===== src/rtl/spi_seq_pkg.sv =====
// Shared state encoding and sizing helpers for the SPI transfer sequencer.
// SPI_SEQ_GAP_EN adds the inter-byte GAP state to the encoding.
package spi_seq_pkg;

  localparam int DATA_W_DEF     = 8;
  localparam int FIFO_DEPTH_DEF = 8;

  // Occupancy counter width: one extra bit so DEPTH itself is representable
  function automatic int cnt_width(input int depth);
    return $clog2(depth) + 1;
  endfunction

  localparam int CNT_W_DEF = cnt_width(FIFO_DEPTH_DEF);

  typedef enum logic [2:0] {
    S_IDLE      = 3'd0,
    S_LAUNCH    = 3'd1,
    S_WAIT_BUSY = 3'd2,
    S_WAIT_DONE = 3'd3,
    S_CAPTURE   = 3'd4
`ifdef SPI_SEQ_GAP_EN
    , S_GAP     = 3'd5
`endif
  } seq_state_e;

endpackage


===== src/rtl/spi_byte_fifo.sv =====
// Synchronous first-word-fall-through byte FIFO; DEPTH must be a power of two.
// Pointers wrap naturally; a push is ignored when full, a pop when empty.
module spi_byte_fifo
  import spi_seq_pkg::*;
#(
  parameter int  DATA_W = DATA_W_DEF,
  parameter int  DEPTH  = FIFO_DEPTH_DEF,
  localparam int CNT_W  = cnt_width(DEPTH)
) (
  input  logic              clk,
  input  logic              rst,
  input  logic              push,
  input  logic [DATA_W-1:0] wr_data,
  input  logic              pop,
  output logic [DATA_W-1:0] rd_data,
  output logic [CNT_W-1:0]  count
);

  localparam int PTR_W = $clog2(DEPTH);

  logic [DATA_W-1:0] mem_r [DEPTH];
  logic [PTR_W-1:0]  wr_ptr_r;
  logic [PTR_W-1:0]  rd_ptr_r;
  logic [CNT_W-1:0]  count_r;
  logic              push_ok_s;
  logic              pop_ok_s;

  assign push_ok_s = push && (count_r != CNT_W'(DEPTH));
  assign pop_ok_s  = pop && (count_r != {CNT_W{1'b0}});
  assign rd_data   = mem_r[rd_ptr_r];
  assign count     = count_r;

  // Storage array, written only on an accepted push
  always_ff @(posedge clk) begin
    if (push_ok_s) begin
      mem_r[wr_ptr_r] <= wr_data;
    end
  end

  // Pointers and occupancy count
  always_ff @(posedge clk) begin
    if (rst) begin
      wr_ptr_r <= {PTR_W{1'b0}};
      rd_ptr_r <= {PTR_W{1'b0}};
      count_r  <= {CNT_W{1'b0}};
    end else begin
      if (push_ok_s) begin
        wr_ptr_r <= wr_ptr_r + PTR_W'(1);
      end
      if (pop_ok_s) begin
        rd_ptr_r <= rd_ptr_r + PTR_W'(1);
      end
      case ({push_ok_s, pop_ok_s})
        2'b10:   count_r <= count_r + CNT_W'(1);
        2'b01:   count_r <= count_r - CNT_W'(1);
        default: count_r <= count_r;
      endcase
    end
  end

endmodule


===== src/rtl/spi_xfer_sequencer.sv =====
// Feeds spi_master one byte at a time from a TX FIFO and collects replies into an RX FIFO.
// Define SPI_SEQ_GAP_EN to insert GAP_CYCLES idle cycles after each capture.
module spi_xfer_sequencer
  import spi_seq_pkg::*;
#(
  parameter int DATA_W     = DATA_W_DEF,
  parameter int FIFO_DEPTH = FIFO_DEPTH_DEF,
  parameter int BUSY_TO    = 4
`ifdef SPI_SEQ_GAP_EN
  , parameter int GAP_CYCLES = 2
`endif
) (
  input  logic              clk,
  input  logic              rst,
  input  logic [DATA_W-1:0] tx_data,
  input  logic              tx_valid,
  output logic              tx_ready,
  output logic [DATA_W-1:0] rx_data,
  output logic              rx_valid,
  input  logic              rx_ready,
  output logic              spi_start,
  output logic [DATA_W-1:0] spi_data_in,
  input  logic              spi_busy,
  input  logic [DATA_W-1:0] spi_data_out,
  output logic              seq_busy,
  output logic              err_to,
  input  logic              err_clr
);

  localparam int CNT_W = cnt_width(FIFO_DEPTH);
  localparam int TO_W  = $clog2(BUSY_TO) + 1;
`ifdef SPI_SEQ_GAP_EN
  localparam int GAP_W = $clog2(GAP_CYCLES) + 1;
`endif

  seq_state_e        state_r;
  logic [TO_W-1:0]   to_cnt_r;
`ifdef SPI_SEQ_GAP_EN
  logic [GAP_W-1:0]  gap_cnt_r;
`endif
  logic              spi_start_r;
  logic [DATA_W-1:0] spi_data_in_r;
  logic              err_to_r;

  logic [CNT_W-1:0]  tx_count_s;
  logic [CNT_W-1:0]  rx_count_s;
  logic [DATA_W-1:0] tx_head_s;
  logic              tx_nonempty_s;
  logic              rx_room_s;
  logic              launch_s;
  logic              rx_push_s;
  logic              to_fire_s;

  spi_byte_fifo #(.DATA_W(DATA_W), .DEPTH(FIFO_DEPTH)) u_tx_fifo (
    .clk     (clk),
    .rst     (rst),
    .push    (tx_valid),
    .wr_data (tx_data),
    .pop     (launch_s),
    .rd_data (tx_head_s),
    .count   (tx_count_s)
  );

  spi_byte_fifo #(.DATA_W(DATA_W), .DEPTH(FIFO_DEPTH)) u_rx_fifo (
    .clk     (clk),
    .rst     (rst),
    .push    (rx_push_s),
    .wr_data (spi_data_out),
    .pop     (rx_ready),
    .rd_data (rx_data),
    .count   (rx_count_s)
  );

  // Only one byte is ever in flight and it has landed by the time we are back
  // in IDLE, so the RX count alone bounds the room for the next reply.
  assign tx_nonempty_s = (tx_count_s != {CNT_W{1'b0}});
  assign rx_room_s     = (rx_count_s < CNT_W'(FIFO_DEPTH));
  assign launch_s      = (state_r == S_IDLE) && tx_nonempty_s && rx_room_s;
  assign rx_push_s     = (state_r == S_CAPTURE);
  // Busy is sampled on the BUSY_TO-1 cycles following the start pulse
  assign to_fire_s     = (state_r == S_WAIT_BUSY) && !spi_busy &&
                         (to_cnt_r == TO_W'(BUSY_TO - 2));

  assign tx_ready    = (tx_count_s != CNT_W'(FIFO_DEPTH));
  assign rx_valid    = (rx_count_s != {CNT_W{1'b0}});
  assign spi_start   = spi_start_r;
  assign spi_data_in = spi_data_in_r;
  assign err_to      = err_to_r;
  assign seq_busy    = (state_r != S_IDLE) || tx_nonempty_s;

  // Transfer sequencing FSM with registered start/data/error outputs
  always_ff @(posedge clk) begin
    if (rst) begin
      state_r       <= S_IDLE;
      to_cnt_r      <= {TO_W{1'b0}};
`ifdef SPI_SEQ_GAP_EN
      gap_cnt_r     <= {GAP_W{1'b0}};
`endif
      spi_start_r   <= 1'b0;
      spi_data_in_r <= {DATA_W{1'b0}};
      err_to_r      <= 1'b0;
    end else begin
      spi_start_r <= 1'b0;
      if (to_fire_s) begin
        err_to_r <= 1'b1;
      end else if (err_clr) begin
        err_to_r <= 1'b0;
      end else begin
        err_to_r <= err_to_r;
      end

      case (state_r)
        S_IDLE: begin
          if (launch_s) begin
            state_r       <= S_LAUNCH;
            spi_start_r   <= 1'b1;
            spi_data_in_r <= tx_head_s;
          end
        end
        S_LAUNCH: begin
          state_r  <= S_WAIT_BUSY;
          to_cnt_r <= {TO_W{1'b0}};
        end
        S_WAIT_BUSY: begin
          if (spi_busy) begin
            state_r <= S_WAIT_DONE;
          end else if (to_fire_s) begin
            state_r <= S_IDLE;
          end else begin
            to_cnt_r <= to_cnt_r + TO_W'(1);
          end
        end
        S_WAIT_DONE: begin
          if (!spi_busy) begin
            state_r <= S_CAPTURE;
          end
        end
        S_CAPTURE: begin
`ifdef SPI_SEQ_GAP_EN
          state_r   <= S_GAP;
          gap_cnt_r <= {GAP_W{1'b0}};
`else
          state_r   <= S_IDLE;
`endif
        end
`ifdef SPI_SEQ_GAP_EN
        S_GAP: begin
          if (gap_cnt_r == GAP_W'(GAP_CYCLES - 1)) begin
            state_r <= S_IDLE;
          end else begin
            gap_cnt_r <= gap_cnt_r + GAP_W'(1);
          end
        end
`endif
        default: state_r <= S_IDLE;
      endcase
    end
  end

endmodule


===== config.mk =====
export PLATFORM = sky130hd
export DESIGN_NAME = spi_xfer_sequencer
export DESIGN_NICKNAME = d
export VERILOG_FILES = /design/src/rtl/spi_seq_pkg.sv /design/src/rtl/spi_byte_fifo.sv /design/src/rtl/spi_xfer_sequencer.sv
export SDC_FILE = /design/constraint.sdc
export NUM_CORES = 1
export LEC_CHECK = 0
export CAP_MARGIN = 20
export CELL_PAD_IN_SITES_DETAIL_PLACEMENT = 0
export CELL_PAD_IN_SITES_GLOBAL_PLACEMENT = 1
export CORE_MARGIN = 1
export CORE_UTILIZATION = 54
export DETAILED_ROUTE_END_ITERATION = 8
export DONT_BUFFER_PORTS = 1
export HOLD_SLACK_MARGIN = 0.02
export PLACE_DENSITY_LB_ADDON = 0.2
export SLEW_MARGIN = 10
export SYNTH_ARGS = -nofsm -noshare
export SYNTH_HDL_FRONTEND = slang
export SYNTH_SLANG_ARGS = --single-unit

===== constraint.sdc =====
create_clock -name clk -period 3.1 [get_ports clk]
set_input_delay 0.775 -clock clk [delete_from_list [all_inputs] [get_ports clk]]
set_output_delay 0.775 -clock clk [all_outputs]
set_load 0.02 [all_outputs]

# Yosys cells after proc, flatten, opt, wreduce, memory -nomap -nowiden
# Memories as Yosys holds them, arrays and structs flattened. A register that Yosys moved wholly into a read port is not among the register bits.
# Cells that the tools add are included.
# op_classes
order_cmp	1
eq_ne	16
addsub	9
n_bitwise	1
mux	19
n_reduce_logical	22
# ops
cell	n
$mux W3	8
$pmux W4 S2	2
$add A3 B1 Y3 const B	5
$pmux W3 S4	1
$eq A3 B2 Y1 const B	3
$add A4 B1 Y4 const B	2
$logic_and A1 B1 Y1	8
$ne A4 B4 Y1 const B	2
$reduce_bool A2 Y1	4
$reduce_bool A4 Y1	2
$sub A4 B1 Y4 const B	2
$mux W1	7
$ne A2 B2 Y1 const B	3
$pmux W3 S2	1
$reduce_and A3 Y1	2
$eq A2 B1 Y1 const B	2
$eq A2 B2 Y1 const B	2
$lt A4 B4 Y1 const B	1
$eq A3 B1 Y1 const B	1
$eq A3 B3 Y1 const B	1
$logic_not A3 Y1	1
$ne A3 B3 Y1 const B	1
$reduce_bool A3 Y1	1
$ne A2 B1 Y1 const B	1
5 further kinds	5
# word_totals
reg_bits	28
input_bits	22
out_inout_bits	21
mem_count	2
mem_bits_rw	128
word_cells	80
# memory_table
name	words	width	read_ports	rd_clocked_by_memory_dff	wr	line	source
u_rx_fifo.mem_r	8	8	1	1	1	spi_byte_fifo.sv:21	logic [DATA_W-1:0] mem_r [DEPTH];
u_tx_fifo.mem_r	8	8	1	1	1	spi_byte_fifo.sv:21	

# Longest topological paths before layout
# Gate-level depths: netlist (run 1).
# depth
depth_word	6
mapped_depth	13
ltp_nobuf	10

# By module
# From an unflattened synthesis (run 1), not the netlist that was laid out.
# hier_totals
cells_unflattened	405
hier_area_um2	7006.7
# by_module_without_submodules
module	seq_area_each_um2	area_per_inst_um2	cells_each	n_inst
spi_byte_fifo	2182.1	3130.5	164	2
spi_xfer_sequencer	320.3	745.7	77	1

# Worst setup path before layout (run 1)
# OpenSTA, ideal clock, no wires.
# synth_path
path_kind	register to register
start	register u_rx_fifo.count_r[3], in the netlist u_rx_fifo.count[3]
end	register u_rx_fifo.count_r[3], in the netlist u_rx_fifo.count[3]
n_path_buf	0
setup_slack_ns	0.444
t_arrival_ns	2.586
stages_incl_launch_ff	10
synth_period_minus_slack_ns	2.656
required_time_ns	3.029
setup_time_ns	0.071
cell_sequence	dfxtp_1 or4_1 nand2_1 inv_1 ha_1 ha_1 a21oi_1 a21oi_1 or4_1 a21oi_1
# synth_between
elab_chain_cells	4
word_cells_on_any_way	10
cone_classes	add/sub (2); eq/ne (3); mux (1); reduce/logical (4)
# synth_lines
element	line	source
start: declaration	spi_byte_fifo.sv:24	logic [CNT_W-1:0] count_r;
start signal: assignment	spi_byte_fifo.sv:45	count_r <= {CNT_W{1'b0}};
start signal: assignment	spi_byte_fifo.sv:54	2'b10: count_r <= count_r + CNT_W'(1);
start signal: assignment	spi_byte_fifo.sv:55	2'b01: count_r <= count_r - CNT_W'(1);
$reduce_bool A4 Y1 (*)	--	
via rx_valid	spi_xfer_sequencer.sv:19	output logic rx_valid,
$logic_and A1 B1 Y1 (*)	spi_byte_fifo.sv:29	assign pop_ok_s = pop && (count_r != {CNT_W{1'b0}});
via u_rx_fifo.pop_ok_s	spi_byte_fifo.sv:26	logic pop_ok_s;
$eq A2 B1 Y1 or $eq A2 B2 Y1 (tied branches)	spi_byte_fifo.sv:53	case ({push_ok_s, pop_ok_s})
$pmux W4 S2 or $reduce_bool A2 Y1 (tied branches)	--	
# The timed path passes the listed nets; every way through them passes the cells marked *.
# A chain may end at the register's enable or synchronous reset.

# Worst setup path after layout (run 1)
# layout_path
start	register u_tx_fifo.count_r[0], in the netlist u_tx_fifo.count[0]
end	output port seq_busy
# layout_between
elab_chain_cells	2
# layout_lines
element	line	source
start: declaration	spi_byte_fifo.sv:24	
start signal: assignment	spi_byte_fifo.sv:45	
start signal: assignment	spi_byte_fifo.sv:54	
start signal: assignment	spi_byte_fifo.sv:55	
$reduce_bool A4 Y1	spi_xfer_sequencer.sv:76	assign tx_nonempty_s = (tx_count_s != {CNT_W{1'b0}});
$logic_or A1 B1 Y1	spi_xfer_sequencer.sv:89	assign seq_busy = (state_r != S_IDLE) || tx_nonempty_s;
end: declaration	spi_xfer_sequencer.sv:25	output logic seq_busy,
# No other way between the ends.

==> impl_metrics.csv, run 1 <==
group,metric,value,unit
logic_synthesis,yosysTopAreaCell,"edfxtp_1",
floorplanning,fp.dieW,113,microns
routing,drt-met1-wl,4760,microns
pwr,peakVddDrop,0.542,mV
placement,io_buffers,0,
clock_network,cts_hold_buffers,0,
floorplanning,io-pin-count,43,
placement,gp_congestion,0.787,
floorplanning,num_rows,40,
logic_synthesis,synth_nets,443,
clock_network,root_buffer,"clkbuf_16",
global_routing,grtUsageTotal,20.4,%
placement,dp_hpwl,7380,microns
clock_network,clock_path_buffers,2,
sta,rsz0062_at_grt,"no",
worst_setup_path,path_common_cell,"or4_1",
clock_network,clock_latency,430,ps
sta,slew_headroom,41.0,%
logic_synthesis,synth_top_family_by_area,"multiplexers",
logic_synthesis,synth.avg_cell_area,16.3,sq um
sta,finalHoldViolCount,0,
logic_synthesis,ys_seq_elements,167,
sta,setup_tns,0,ps
layout,stdcell_area,7510,sq um
floorplanning,die_y,113,microns
worst_setup_path,path_max_fanout,6,
logic_synthesis,synth.most_common_cell,"edfxtp_1",
worst_setup_path,worstSetupEndpointType,"primary output",
routing,drcViolationCount,0,
sta,worstMarginPinSlew,884,ps
floorplanning,initial_core_util,55.5,%
sta,finalCritPeriodShare,91.9,%
clock_network,cts_tree,"built",
worst_setup_path,start_kind,"flip-flop",
global_routing,grt_overflow,0,
logic_synthesis,synth_fa_ha_area_share,2.55,%
logic_synthesis,synth_compound_area_share,3.47,%
routing,highest_layer,"met4",
logic_synthesis,ys_seq_area_share,69.3,%
logic_synthesis,yosys_warnings,0,
layout,nNetsFinal,466,
clock_network,clkTransAtPathRegs,60,ps
worst_setup_path,cp_slowest_stage_delay,710,ps
routing,wl_per_cell,20.1,microns
run,max-cap-violations,0,
clock_network,cts_resized,0,
clock_network,cts.sinks,167,
global_routing,grt_pass1_vias,3501,
routing,via_per_inst,5.80,
routing,dr_wl_met3,660,microns
logic_synthesis,synthMuxAreaShare,12.5,%
logic_synthesis,synthesis.area,6670,sq um
global_routing,grt_max_degree,39,
worst_setup_path,critical_path_class,"reg -> out",
logic_synthesis,netlist.area_leader.share,57.6,%
sta,slew_violations,0,
sta,max_freq,0.351,GHz
logic_synthesis,synthTopCellsByArea,"edfxtp_1 58%, dfxtp_1 12%, mux4_2 11%, ha_1 2.3%, nor2_1 2.0%",
logic_synthesis,synth_ff_type,"edfxtp_1",
routing,drtIter0Drc,217,
pwr,p_per_area,732,nW/um^2
floorplanning,core_area,12000,sq um
hold_path,hold_class,"in -> reg",
layout,syn_to_final_growth,12.7,%
logic_synthesis,synth.distinct_cells,49,
routing,firstDrtPassIters,4,
worst_setup_path,cp.required,2320,ps
layout,fin_util,62.6,%
layout,antenna_cells,0,
clock_network,htreeDepth,4,
layout,drive_above_1_share,23.2,%
worst_setup_path,slowest_stage,"or4_1",
worst_setup_path,crit_path_cell_trace,"or4_1, or4_1",
worst_setup_path,crit_arrival,2070,ps
sta,finClkSkew,10.4,ps
logic_synthesis,synth_edf_count,128,
logic_synthesis,synthSimpleGateAreaFrac,8.80,%
logic_synthesis,synthTopCellsByCount,"128 x edfxtp_1, 39 x dfxtp_1, 36 x nor2_1",
routing,wl,11900,microns
routing,wl_met2,6240,microns
logic_synthesis,synth-async-reset-ratio,0,%
sta,setup_viol,0,
global_routing,grt_pass1_wl,18900,microns
sta,holdWs,416,ps
routing,vias,3430,
sta,min_period,2850,ps
logic_synthesis,synth-xor-area-share,1.44,%
pwr,p_leak,2.48,nW
logic_synthesis,netlist_instances,408,
floorplanning,die_area,12800,sq um
status,status,"finished, final reports clean",
routing,ant_nets,0,
placement,place_area,6940,sq um
layout,fill_cells,888,
clock_network,cts_setup_buffers,0,
global_routing,antenna_found_initial,0,
clock_network,cts-buffers-inserted,17,
power by group:
part	switching, mW	internal, mW	total (mW)	leakage (nW)
Clock	0.855	1.19	2.05	0.275
Combinational	0.425	0.342	0.766	0.734
Sequential	0.156	2.54	2.69	1.47
Total	1.43	4.07	5.50	2.48
logic make-up (layout without fill, tap and decap cells):
group | count (synthesis) | after routing
mux | 42 | 42
flops | 167 | 167
xor+xnor | 11 | 11
compound gates | 40 | 40
buf+inv | 29 | 65
simple gates | 106 | 106
fa+ha+maj | 13 | 13
critical path, delay by kind of cell (launching register included):
family        cells  cell delay (ps)
flops             1              350
simple gates      2             1300
placed cells by master, fill, tap and decap left out, types with 3 or more instances in the layout:
master | Yosys | routed
buf_4 | 1 | 24
nor2b_1 | 3 | 3
or4_1 | 6 | 6
nor2_1 | 36 | 36
edfxtp_1 | 128 | 128
mux2_2 | 8 | 8
dfxtp_1 | 39 | 39
clkbuf_16 | 0 | 17
nand2b_1 | 4 | 4
nand3_1 | 7 | 7
inv_1 | 7 | 7
a21oi_1 | 19 | 19
o21ai_1 | 5 | 5
xor2_1 | 9 | 9
mux4_2 | 32 | 32
clkinvlp_4 | 0 | 3
nand2_1 | 16 | 16
o22ai_1 | 8 | 8
nor3_1 | 16 | 16
inv_6 | 0 | 4
ha_1 | 12 | 12
worst paths after layout:
check | start | endpoint | slack, ps | depth (start not counted)
worst max-delay path | u_tx_fifo.count[0] | seq_busy | 250 | 2
worst min-delay path | rst | u_tx_fifo.count[2] | 420 | 1
worst max register to register | u_tx_fifo.count[0] | u_tx_fifo.count[3] | 350 | 8
worst min register to register | u_tx_fifo.wr_ptr_r[0] | u_tx_fifo.wr_ptr_r[0] | 480 | 2
area by class of cell:
type	count	area (sq um)	area share (%)
flip-flops and latches	167	4620	61.5
multi-input cells	212	1920	25.5
clock buffers	18	429	5.71
well taps	147	184	2.45
repair buffers	24	180	2.40
clock inverters	14	146	1.95
inverters	9	33.8	0.450
routing by layer:
layer / GRT usage [%] / vias up
li1: - / 1625
met1: 23.3 / 1716
met2: 35.5 / 73
met3: 6.59 / 16
met4: 8.77 / 0
met5: 0 / -
sequential cells by signal, indices dropped and copies added, names as in the netlist, named ones only:
| signal | count |
|---|---|
| to_cnt_r | 3 |
| err_to | 1 |
| spi_data_in | 8 |
| u_tx_fifo.wr_ptr_r | 3 |
| state_r | 3 |
| u_tx_fifo.count | 4 |
| u_tx_fifo.rd_ptr_r | 3 |
| u_rx_fifo.mem_r | 64 |
| u_rx_fifo.count | 4 |
| spi_start | 1 |
| u_tx_fifo.mem_r | 64 |
| u_rx_fifo.wr_ptr_r | 3 |
| u_rx_fifo.rd_ptr_r | 3 |
through the flow:
step / total power [mW] / cells / setup slack [ps]
final: 5.50 / 591 / 252
after global routing: 5.74 / 591 / 187
after CTS: 5.56 / 591 / 223
after detailed placement: 3.51 / 559 / 349
after global placement: 3.50 / 559 / 403
after floorplan: 3.36 / 408 / 444
Note: power is estimated with default switching activity, not from simulation.
==> run 2: changes to the inputs <==
SLEW_MARGIN = default   (was 10)
==> results of run 2 <==
Final layout, timing and power as in run 1 (identical DEF).
==> run 3: changes to the inputs <==
DONT_BUFFER_PORTS = default   (was 1)
clock period = 3.6 ns   (was 3.1 ns; I/O delays follow)
==> impl_metrics.csv, run 3 (synthesis results as in run 1) <==
group,metric,value,unit
status,status,"finished, final reports clean",
routing,drtIter0Drc,142,
pwr,p_leak,2.59,nW
worst_setup_path,slowest_stage,"or4_1",
routing,ant_nets,0,
layout,mostFrequentLayoutCell,"edfxtp_1",
layout,nNetsFinal,501,
worst_setup_path,critical_path_class,"reg -> out",
clock_network,cts_hold_buffers,0,
floorplanning,initial_core_util,55.5,%
layout,fin_util,65.5,%
worst_setup_path,cp.buffers_inverters,1,
layout,mostFrequentLayoutCells,"128 x edfxtp_1, 42 x clkdlybuf4s50_1, 39 x dfxtp_1",
routing,wl,11800,microns
layout,syn_to_final_growth,18.0,%
sta,max_freq,0.294,GHz
clock_network,cts_resized,0,
floorplanning,io-pin-count,43,
sta,rsz0062_at_grt,"no",
pwr,peakVddDrop,0.479,mV
global_routing,grt_overflow,0,
worst_setup_path,crit_arrival,2500,ps
sta,setup_viol,0,
floorplanning,core_area,12000,sq um
floorplanning,num_rows,40,
sta,worstMarginPinSlew,916,ps
worst_setup_path,path_max_fanout,6,
global_routing,grt_max_degree,26,
sta,min_period,3400,ps
worst_setup_path,r2r_start,"state_r[2]",
clock_network,clock_latency,420,ps
sta,slew_violations,0,
sta,finalHoldViolCount,0,
placement,gp_congestion,0.695,
clock_network,clock_path_buffers,2,
worst_setup_path,cp_slowest_stage_delay,710,ps
hold_path,holdPathStages,2,
worst_setup_path,cp.required,2700,ps
hold_path,min_to,"u_rx_fifo.rd_ptr_r[1]",
routing,wl_per_cell,18.9,microns
worst_setup_path,worstSetupEndpointType,"primary output",
routing,drcViolationCount,0,
clock_network,clkTransAtPathRegs,60,ps
worst_setup_path,crit_path_cell_trace,"or4_1, or4_1, clkdlybuf4s50_1",
pwr,p_per_area,613,nW/um^2
placement,dp_hpwl,7550,microns
routing,firstDrtPassIters,4,
worst_setup_path,path_common_cell,"or4_1",
global_routing,grt_pass1_wl,18800,microns
floorplanning,die_y,113,microns
global_routing,grtUsageTotal,20.3,%
run,max-cap-violations,0,
routing,vias,3524,
sta,setup_tns,0,ps
clock_network,cts.sinks,167,
worst_setup_path,reg2reg_depth,10,
sta,finClkSkew,6.12,ps
global_routing,grt_pass1_vias,3595,
clock_network,root_buffer,"clkbuf_16",
layout,antenna_cells,0,
hold_path,hold_class,"reg -> reg",
clock_network,cts-buffers-inserted,17,
placement,dp_slack,537,ps
hold_path,worstHoldStart,"u_rx_fifo.rd_ptr_r[1]",
placement,io_buffers,42,
worst_setup_path,path_delay_family,"simple AND/OR/NAND/NOR gates",
worst_setup_path,r2r_end,"u_tx_fifo.count[2]",
sta,finalCritPeriodShare,94.3,%
layout,drive_above_1_share,19.8,%
floorplanning,fp.dieW,113,microns
sta,worst_slack,204,ps
routing,via_per_inst,5.63,
clock_network,cts_setup_buffers,0,
worst_setup_path,start_kind,"flip-flop",
global_routing,antenna_found_initial,0,
floorplanning,die_area,12800,sq um
clock_network,cts_tree,"built",
sta,slew_headroom,38.7,%
worst_setup_path,r2r_slack,710,ps
clock_network,htreeDepth,4,
[run 3: cell count changes in the layout (fill, tap and decap cells not counted), sizes merged]
| cell | previous run | this run |
|---|---|---|
| clkinvlp | 3 | 6 |
| clkbuf | 18 | 19 |
| clkdlybuf4s50 | 0 | 42 |
| buf | 24 | 17 |
| inv | 14 | 10 |
[run 3: power breakdown]
part	internal (mW)	switching (mW)	leakage, nW
registers	2.18	0.0806	1.47
clock network	1.01	0.709	0.256
logic	0.381	0.460	0.858
[run 3: worst max-delay path by stage]
stage                             from  slack, ps            endpoint  cells after the start
CTS                 u_tx_fifo.count[0]        180            seq_busy                      3
global placement              rx_ready        640  u_rx_fifo.count[3]                      9
floorplan           u_rx_fifo.count[3]        940  u_rx_fifo.count[3]                      9
finish              u_tx_fifo.count[0]        200            seq_busy                      3
detailed placement            rx_ready        540  u_rx_fifo.count[3]                      9
global route        u_tx_fifo.count[0]        130            seq_busy                      3
[run 3: metrics by stage]
step | power [mW] | hold slack, ps | instances | area (sq um)
2_1_floorplan | 2.89 | 454 | 408 | 6670
3_3_place_gp | 3.13 | 471 | 594 | 7310
3_5_place_dp | 3.15 | 478 | 594 | 7310
4_1_cts | 4.88 | 491 | 626 | 7870
5_1_grt | 5.02 | 510 | 626 | 7870
6_report | 4.83 | 488 | 626 | 7870
[run 3: per-layer routing]
| metal | track usage (%) | up-vias | share of wire, % |
|---|---|---|---|
| li1 | - | 1701 | - |
| met1 | 24.8 | 1736 | 43 |
| met2 | 34.6 | 67 | 51 |
| met3 | 4.77 | 20 | 4.0 |
| met4 | 9.30 | 0 | 2.0 |
| met5 | 0 | - | 0 |
[run 3: layout make-up]
cell class,instances,area (sq um)
Sequential cell,167,4620
Fill cell,857,4140
Multi-Input combinational cell,212,1920
Timing Repair Buffer,59,548
Clock buffer,19,433
Tap cell,147,184
Clock inverter,13,131
Inverter,9,33.8
[run 3: worst reg2reg max path: cells and delay by family, from the launching register on]
kind / cells / cell delay, ps
and+or+nand+nor: 3 / 1070
adders and majority gates: 2 / 470
xor gates and xnor gates: 2 / 320
buffers and inverters: 1 / 250
DFF: 1 / 460
AOI/OAI and AO/OA: 2 / 220
